**config.mk**
```make
export PLATFORM = sky130hd
export DESIGN_NAME = cpu_bus_ctrl
export DESIGN_NICKNAME = d
export VERILOG_FILES = /design/src/rtl/cpu_bus_pkg.sv /design/src/rtl/cpu_addr_decode.sv /design/src/rtl/cpu_bus_ctrl.sv
export SDC_FILE = /design/constraint.sdc
export NUM_CORES = 1
export LEC_CHECK = 0
export ABC_AREA = 1
export BUFFER_PORTS_ARGS = -buffer_cell sky130_fd_sc_hd__buf_4
export CAP_MARGIN = 5
export CORE_AREA = 2 2 81 99
export CTS_BUF_LIST = sky130_fd_sc_hd__clkbuf_16
export DETAILED_ROUTE_END_ITERATION = 6
export DIE_AREA = 0 0 83 101
export GPL_TIMING_DRIVEN = 0
export PLACE_DENSITY = 0.75
export SLEW_MARGIN = 15
export SYNTH_ARGS = -nofsm -noshare
export SYNTH_HDL_FRONTEND = slang
export SYNTH_SLANG_ARGS = --single-unit
```
**constraint.sdc**
```tcl
create_clock -name clk -period 1.35 [get_ports clk]
set_input_delay 0.405 -clock clk [delete_from_list [all_inputs] [get_ports clk]]
set_output_delay 0.405 -clock clk [all_outputs]
set_load 0.01 [all_outputs]
```
**src/rtl/cpu_bus_pkg.sv**
```systemverilog
// cpu_bus_pkg: shared types for the 1581 drive 6502 bus sequencer.
// Region enum, memory-map constants and FSM state encoding.
package cpu_bus_pkg;

    typedef enum logic [2:0] {
        REG_RAM,
        REG_CIA,
        REG_FDC,
        REG_ROM,
        REG_NONE
    } region_e;

    localparam logic [15:0] RAM_BASE = 16'h0000;
    localparam logic [15:0] RAM_MASK = 16'hE000;
    localparam logic [15:0] CIA_BASE = 16'h4000;
    localparam logic [15:0] CIA_MASK = 16'hFC00;
    localparam logic [15:0] FDC_BASE = 16'h6000;
    localparam logic [15:0] FDC_MASK = 16'hFC00;
    localparam logic [15:0] ROM_BASE = 16'h8000;
    localparam logic [15:0] ROM_MASK = 16'h8000;

    localparam logic [2:0] ST_IDLE    = 3'd0;
    localparam logic [2:0] ST_SETUP   = 3'd1;
    localparam logic [2:0] ST_ACCESS  = 3'd2;
    localparam logic [2:0] ST_CAPTURE = 3'd3;
    localparam logic [2:0] ST_WAIT    = 3'd4;
    localparam logic [2:0] ST_DONE    = 3'd5;
    localparam logic [2:0] ST_HOLD    = 3'd6;

    function automatic logic in_map(
        input logic [15:0] a,
        input logic [15:0] base,
        input logic [15:0] mask
    );
        return (a & mask) == base;
    endfunction

endpackage

```
**src/rtl/cpu_addr_decode.sv**
```systemverilog
// cpu_addr_decode: 1581 memory map, address -> region and local offset.
// Purely combinational so the debugger can share it.
module cpu_addr_decode
    import cpu_bus_pkg::*;
(
    input  logic [15:0] addr,
    output region_e     region,
    output logic [14:0] offset
);

    always_comb begin
        region = REG_NONE;
        offset = '0;
        unique case (1'b1)
            in_map(addr, RAM_BASE, RAM_MASK): begin
                region = REG_RAM;
                offset = addr[14:0] & ~RAM_MASK[14:0];
            end
            in_map(addr, CIA_BASE, CIA_MASK): begin
                region = REG_CIA;
                offset = addr[14:0] & ~CIA_MASK[14:0];
            end
            in_map(addr, FDC_BASE, FDC_MASK): begin
                region = REG_FDC;
                offset = addr[14:0] & ~FDC_MASK[14:0];
            end
            in_map(addr, ROM_BASE, ROM_MASK): begin
                region = REG_ROM;
                offset = addr[14:0] & ~ROM_MASK[14:0];
            end
            default: ;
        endcase
    end

endmodule

```
**src/rtl/cpu_bus_ctrl.sv**
```systemverilog
// cpu_bus_ctrl: divides clk into 6502 bus cycles, strobes the addressed
// target and hands captured read data plus a clock-enable to the CPU.
module cpu_bus_ctrl
    import cpu_bus_pkg::*;
#(
    parameter int CLK_DIV = 16
) (
    input  logic        clk,
    input  logic        rst,
    input  logic        hold,
    input  logic [15:0] cpu_addr,
    input  logic        cpu_rw,
    input  logic [7:0]  cpu_dout,
    output logic [7:0]  cpu_din,
    output logic        cpu_ce,
    output logic [14:0] rom_addr,
    output logic        rom_oe,
    input  logic [7:0]  rom_data,
    output logic [12:0] ram_addr,
    output logic        ram_oe,
    output logic        ram_we,
    output logic [7:0]  ram_wdata,
    input  logic [7:0]  ram_rdata,
    output logic        cia_cs,
    output logic        fdc_cs,
    output logic [3:0]  io_addr,
    output logic        io_rw,
    output logic [7:0]  io_wdata,
    input  logic [7:0]  cia_rdata,
    input  logic [7:0]  fdc_rdata
);

    localparam int PW = $clog2(CLK_DIV);
    localparam logic [PW-1:0] P_LAST = PW'(CLK_DIV - 1);
    localparam logic [PW-1:0] P_CS_END = PW'(CLK_DIV - 2);

    logic [2:0]    state;
    logic [2:0]    state_n;
    logic [PW-1:0] p;
    logic [PW-1:0] p_n;

    region_e       dec_region;
    logic [14:0]   dec_off;
    region_e       region_q;
    logic          rw_q;

    logic          rom_oe_q;
    logic          ram_oe_q;
    logic          ram_we_q;
    logic          cia_cs_q;
    logic          fdc_cs_q;
    logic          ce_q;
    logic [7:0]    din_q;

    logic          go;
    logic          in_cycle;
    logic          cs_end;
    logic          is_mem;
    logic          is_io;
    logic          cap_mem;
    logic          cap_io;

    cpu_addr_decode u_dec (
        .addr   (cpu_addr),
        .region (dec_region),
        .offset (dec_off)
    );

    assign go       = state == ST_SETUP;
    assign in_cycle = (state == ST_ACCESS) ||
                      (state == ST_CAPTURE) ||
                      (state == ST_WAIT);
    assign cs_end   = in_cycle && (p == P_CS_END);
    assign is_mem   = (region_q == REG_ROM) || (region_q == REG_RAM);
    assign is_io    = (region_q == REG_CIA) || (region_q == REG_FDC);
    assign cap_mem  = (state == ST_CAPTURE) && rw_q && is_mem;
    assign cap_io   = cs_end && rw_q && is_io;

    always_comb begin
        state_n = state;
        p_n     = p;
        case (state)
            ST_IDLE, ST_HOLD: begin
                if (!hold) begin
                    state_n = ST_SETUP;
                    p_n     = '0;
                end
            end
            ST_SETUP: begin
                state_n = ST_ACCESS;
                p_n     = PW'(1);
            end
            ST_ACCESS: begin
                state_n = ST_CAPTURE;
                p_n     = PW'(2);
            end
            ST_CAPTURE, ST_WAIT: begin
                p_n     = p + 1'b1;
                state_n = (p_n == P_LAST) ? ST_DONE : ST_WAIT;
            end
            ST_DONE: begin
                p_n     = '0;
                state_n = hold ? ST_HOLD : ST_SETUP;
            end
            default: begin
                state_n = ST_IDLE;
                p_n     = '0;
            end
        endcase
    end

    always_ff @(posedge clk) begin
        if (rst) begin
            state     <= ST_IDLE;
            p         <= '0;
            region_q  <= REG_NONE;
            rw_q      <= 1'b1;
            rom_oe_q  <= 1'b0;
            ram_oe_q  <= 1'b0;
            ram_we_q  <= 1'b0;
            cia_cs_q  <= 1'b0;
            fdc_cs_q  <= 1'b0;
            ce_q      <= 1'b0;
            din_q     <= 8'hFF;
            rom_addr  <= '0;
            ram_addr  <= '0;
            ram_wdata <= '0;
            io_addr   <= '0;
            io_rw     <= 1'b1;
            io_wdata  <= '0;
        end else begin
            state    <= state_n;
            p        <= p_n;
            ce_q     <= cs_end;
            rom_oe_q <= go && (dec_region == REG_ROM) && cpu_rw;
            ram_oe_q <= go && (dec_region == REG_RAM) && cpu_rw;
            ram_we_q <= go && (dec_region == REG_RAM) && !cpu_rw;

            if (go) begin
                region_q <= dec_region;
                rw_q     <= cpu_rw;
                cia_cs_q <= dec_region == REG_CIA;
                fdc_cs_q <= dec_region == REG_FDC;
            end else if (cs_end) begin
                cia_cs_q <= 1'b0;
                fdc_cs_q <= 1'b0;
            end

            // Only the targeted port's address/data move; ROM writes
            // and unmapped accesses leave every bus output untouched.
            if (go) begin
                case (dec_region)
                    REG_ROM: begin
                        if (cpu_rw)
                            rom_addr <= dec_off;
                    end
                    REG_RAM: begin
                        ram_addr <= dec_off[12:0];
                        if (!cpu_rw)
                            ram_wdata <= cpu_dout;
                    end
                    REG_CIA, REG_FDC: begin
                        io_addr <= dec_off[3:0];
                        io_rw   <= cpu_rw;
                        if (!cpu_rw)
                            io_wdata <= cpu_dout;
                    end
                    default: ;
                endcase
            end

            if (cap_mem)
                din_q <= (region_q == REG_ROM) ? rom_data : ram_rdata;
            else if (cap_io)
                din_q <= (region_q == REG_CIA) ? cia_rdata : fdc_rdata;
        end
    end

    // Gating with rst kills a strobe in the very clk reset appears,
    // so an in-flight RAM or peripheral write never lands.
    assign rom_oe  = rom_oe_q & ~rst;
    assign ram_oe  = ram_oe_q & ~rst;
    assign ram_we  = ram_we_q & ~rst;
    assign cia_cs  = cia_cs_q & ~rst;
    assign fdc_cs  = fdc_cs_q & ~rst;
    assign cpu_ce  = ce_q & ~rst;
    assign cpu_din = din_q;

endmodule

```
-- Word level (Yosys, flattened, before mapping)
Index checks and enable logic that the tools add are counted.
- register bits: 74
- word-level logic and storage cells: 88
- input bits: 60
- equality and inequality tests: 17
- reduce and logical (&&, ||, !) cells: 30
- muxes and demuxes: 15
- bitwise operators: 8
- add/subtract/negate cells: 1
- operators by type and width (cell ; number):
    $pmux 15 s3 ; 1
    $mux 8 ; 4
    $eq 3x2->1 const B ; 6
    $logic_not 16->1 ; 1
    $pmux 4 s4 ; 1
    $pmux 3 s5 ; 1
    $eq 6x5->1 const B ; 2
    $pmux 3 s4 ; 1
    $logic_and 1x1->1 ; 10
    $eq 3x1->1 const B ; 3
    $eq 3x3->1 const B ; 3
    $logic_not 3->1 ; 3
    $reduce_and 3->1 ; 3
    $eq 4x4->1 const B ; 2
    $reduce_or 2->1 ; 4
    $and 1x1->1 ; 6
    $mux 3 ; 2
    $add 4x1->4 const B ; 1
    $logic_or 1x1->1 ; 4
    $mux 1 ; 4
    $mux 4 ; 1
    $reduce_and 2->1 ; 2
    $reduce_bool 2->1 ; 2
    $ne 2x2->1 const B ; 1
    other kinds (2) ; 3

-- Depth between registers and ports, before layout
- depth after elaboration: 8
- mapped depth: 10

-- Modules after synthesis
A second synthesis with hierarchy kept.
- cell total of the unflattened synthesis: 500
- area total of the unflattened synthesis: 3538.4 µm²
- by module, submodules not included (module ; times used ; area an instance (µm²) ; cells an instance):
    cpu_bus_ctrl ; 1 ; 3275.6 ; 455
    cpu_addr_decode ; 1 ; 262.8 ; 45

-- Worst setup path before layout
No wires, ideal clock.
- path kind: input port to output port
- from: input rst
- to: output cpu_ce
- path buffers: 2
- required time: 0.945 ns
- stages: 3
- arrival time: 1.073 ns
- path slack: -0.128 ns
- path through: clkbuf_1 > buf_1 > nor2_1
- cells in the longest elaborated chain, start to end: 2
- RTL lines (element ; RTL line ; source):
    from (decl) ; cpu_bus_ctrl.sv:9 ; input logic rst,
    $not 1->1 ; cpu_bus_ctrl.sv:186 ; assign cpu_ce = ce_q & ~rst;
    $and 1x1->1 ; cpu_bus_ctrl.sv:186 ;
    to (decl) ; cpu_bus_ctrl.sv:15 ; output logic cpu_ce,
No other way between the ends.

-- Final worst setup path
- from: register state[0]
- to: register io_wdata[6]
- cells in the longest elaborated chain, start to end: 2
- RTL lines (element ; RTL line ; source):
    from (decl) ; cpu_bus_ctrl.sv:37 ; logic [2:0] state;
    from (signal assigned) ; cpu_bus_ctrl.sv:132 ; state <= state_n;
    $eq 3x1->1 ; cpu_bus_ctrl.sv:69 ; assign go = state == ST_SETUP;
    $reduce_and 3->1 (no source line) ; -- ;
    to (signal assigned) ; cpu_bus_ctrl.sv:166 ; io_wdata <= cpu_dout;
    to (decl) ; cpu_bus_ctrl.sv:28 ; output logic [7:0] io_wdata,
No other way between the ends.
A chain may end at the register's enable or synchronous reset.

==> metrics.csv <==
stage,metric,value,unit
setup_path,worst-path cell chain,nand2_4 > nor2_4 > buf_6 > inv_6 > nor2_8 > nand2_8 > clkinv_4 > nor2_1 > nor2_1,
floorplan,Row Count,35,
power_and_ir_drop,Static Leak,2.44,nW
placed_design,DP Area,0.00424,mm²
synthesis,net count after synthesis,505,
global_routing,gr ovfl total,0,
synthesis,synth warn,0,
floorplan,Core Box Area,0.00749,mm²
floorplan,die area,0.00838,mm²
drt,met2 wire length,5270,µm
timing,PnR worst setup slack,-0.0760,ns
synthesis,"Avg Cell Area, Syn",7.25,µm²
drt,Via density,5.04,
timing,worst slew pin tran,0.576,ns
timing,Max Transition Viols Final,0,
cells_and_area,Layout area overhead,61.6,%
drt,remaining antenna violation count,0,
global_routing,first-pass GRT wire length,15200,µm
setup_path,Startpoint Class,register,
outcome,status,"finished, violations left",
clocking,CTS buffer count,9,
synthesis,Syn Std Cell Area,0.00321,mm²
clocking,CTS tree,built,
floorplan,IO Pins,123,
outcome,failing checks,setup timing,
synthesis,"FF+latch count, synth",74,
setup_path,slowest cell delay on critical path,0.40,ns
setup_path,Crit path required time,1.60,ns
global_routing,initial antenna violation count,0,
drt,highest routed layer,met4,
timing,crit path time final,1.43,ns
timing,Tcrit/Tclk final,1.06,
setup_path,crit path DAT,1.68,ns
global_routing,Overall Global Routing Usage,0.223,
drt,1st-pass router iterations,4,
drt,routed length per placed instance,14.6,µm
floorplan,Initial Util,0.429,
cells_and_area,"Core Util, Final",0.693,
synthesis,synth unique cells,32,
timing,RSZ-0062 raised after global routing,true,
setup_path,"Top cell by count, worst path",nor2_1,
timing,Final Hold Fails,0,
synthesis,Syn Inst Count,443,
cells_and_area,n_diodes,0,
setup_path,CP Max Fanout,10,
power_and_ir_drop,PwrDens,1180,mW/mm²
drt,via count,3496,
setup_path,CP endpoint kind,register,
setup_path,Top delay family on crit path,simple AND/OR/NAND/NOR gates,
floorplan,Die Y,101,µm
drt,WL met3,588,µm
timing,Rel. slew slack,0.616,
cells_and_area,share of layout cells above drive strength 1,0.403,
setup_path,CP bufs+invs,3,
power_and_ir_drop,maximum VDD drop,0.00119,V
drt,First DRT Iteration DRCs,188,
placed_design,post-place setup slack,-0.323,ns
floorplan,die span in x,83,µm
setup_path,Crit-path slowest cell,dfxtp_4,
timing,Max Clk Rate,701,MHz
drt,DRC,0,
cells_and_area,Final Cell Area,0.00519,mm²
global_routing,vias in the first global route,3296,
clocking,CTS Buffer Depth,2,
setup_path,critical path class,reg2reg,
drt,final WL,10100,µm
placed_design,Port Buf Inserts,121,
cells_and_area,NumNets Final,659,
clocking,clock transition at the registers of the reported paths,0.06,ns
global_routing,pin count of the biggest net entering global routing,13,
job,MaxCap Viol Count,0,
clocking,Sink Count,74,
timing,clk_skew,0.00321,ns
timing,Sum Neg Setup Slack,-0.609,ns
clocking,Clock Latency Late Sink,0.33,ns
timing,Final Setup Violations,30,
drt,met1 wire length,3940,µm
placed_design,Post-DP HPWL,6690,µm
placed_design,GP Congestion,0.828,
clocking,clock root buffer,clkbuf_16,
clocking,htree depth,3,
synthesis,sequential area share after synthesis,0.461,
power_and_ir_drop,Pwr Total,0.00611,W
min_path,HP Class,in2reg,
==> stage by stage <==
step | hold WS (ns) | std cells
floorplan | 0.448 | 443
global placement | 0.454 | 656
detailed placement | 0.464 | 656
CTS | 0.330 | 683
global route | 0.347 | 693
finish | 0.331 | 693
==> cells in the mapped netlist <==
master / n / area share
clkinv_2: 1 / 0.0016
nand2_2: 1 / 0.0019
dfxtp_1: 74 / 0.46
nor3_1: 1 / 0.0016
nand4_1: 3 / 0.0058
nand3_1: 29 / 0.045
xor2_1: 2 / 0.0055
nor2_2: 2 / 0.0039
o211ai_1: 3 / 0.0070
nand3_4: 1 / 0.0055
o21ai_1: 7 / 0.011
inv_2: 2 / 0.0023
nor2_8: 1 / 0.0062
nand2_4: 2 / 0.0070
or2_2: 1 / 0.0019
a21oi_1: 41 / 0.064
clkinv_4: 1 / 0.0027
buf_2: 2 / 0.0031
nand2_1: 84 / 0.098
o21ai_0: 62 / 0.097
buf_6: 4 / 0.014
nand3_2: 1 / 0.0031
nand4_2: 1 / 0.0039
inv_6: 1 / 0.0027
nor2_1: 60 / 0.070
buf_1: 2 / 0.0023
inv_1: 41 / 0.048
and3_1: 1 / 0.0019
ha_1: 2 / 0.0078
buf_4: 1 / 0.0023
clkbuf_1: 8 / 0.0094
inv_4: 1 / 0.0019
==> registers in the layout, summed over array words and instances, names as in the netlist, 3 cells and up <==
| signal | count |
|---|---|
| p | 4 |
| io_wdata | 8 |
| ram_wdata | 8 |
| rom_addr | 15 |
| cpu_din | 8 |
| state | 3 |
| ram_addr | 13 |
| region_q | 3 |
| io_addr | 4 |
==> power breakdown <==
group | leakage [nW] | switching [W] | internal (W)
sequential | 0.603 | 0.000127 | 0.00232
clock | 0.143 | 0.000871 | 0.00159
combinational | 1.70 | 0.000670 | 0.000532
==> path summary, 6_finish.rpt <==
path | slack, ns | start | depth (start not counted) | endpoint
worst max-delay path | -0.08 | state[0] | 9 | io_wdata[6]
worst min-delay path | 0.33 | cpu_dout[7] | 3 | ram_wdata[7]
worst min register to register | 0.48 | ram_addr[5] | 2 | ram_addr[5]
worst max register to register | -0.08 | state[0] | 9 | io_wdata[6]
==> cell type report <==
cell class,count,area (µm²)
fillers,551,2300
plain buffers,16,138
flip-flops and latches,74,1500
clock inverters,6,82.6
inverters,47,219
clock buffers,9,225
well taps,92,115
repair buffers,142,1110
multi-input cells,307,1800
==> placed cells by master (no fill, tap or decap), types with 2 or more instances in the layout <==
cell type and n:
nor2_2 9, buf_6 8, dfxtp_4 5, buf_8 3
nand2_1 79, o211ai_1 3, inv_6 2, dfxtp_1 68
clkinv_8 2, inv_2 3, o21ai_4 3, nand2_4 5
clkinv_1 2, nand3_1 22, clkbuf_1 4, clkbuf_2 2
a21oi_2 4, buf_4 138, inv_1 38, o21ai_0 37
nor2_1 48, clkbuf_16 10, xor2_1 2, nand3_4 8
clkinvlp_4 2, nand3_2 2, o21ai_1 15, nor2_4 5
bufinv_16 2, nand2_8 3, o21ai_2 14, nand4_1 3
a21oi_1 36
==> tightest hold or removal path, delay by kind of cell <==
kind | cells | cell delay (ns)
buffers and inverters | 1 | 0.09
AND/OR/NAND/NOR | 1 | 0.07
AO/OA/AOI/OAI | 1 | 0.05
==> what timing repair did <==
item	CTS	global route
hold buffers	0	0
resized for setup	62	83
pin swaps	5	14
setup buffers	10	10
gates cloned	2	1
setup endpoints to repair	64	63
==> metal layers <==
layer	vias up	track usage
met4	0	0.107
li1	1756	-
met1	1610	0.251
met5	-	0
met3	20	0.0491
met2	110	0.402
==> logic make-up (layout without fill, tap and decap cells) <==
family / after synthesis / after routing / synth area share
and+or+nand+nor: 188 / 190 / 0.256
AOI/OAI and AO/OA: 113 / 113 / 0.178
DFF: 74 / 74 / 0.461
buffers and inverters: 64 / 220 / 0.0904
adders and majority gates: 2 / 2 / 0.00779
xor gates and xnor gates: 2 / 2 / 0.00546
Note: power is estimated with default switching activity, not from simulation.
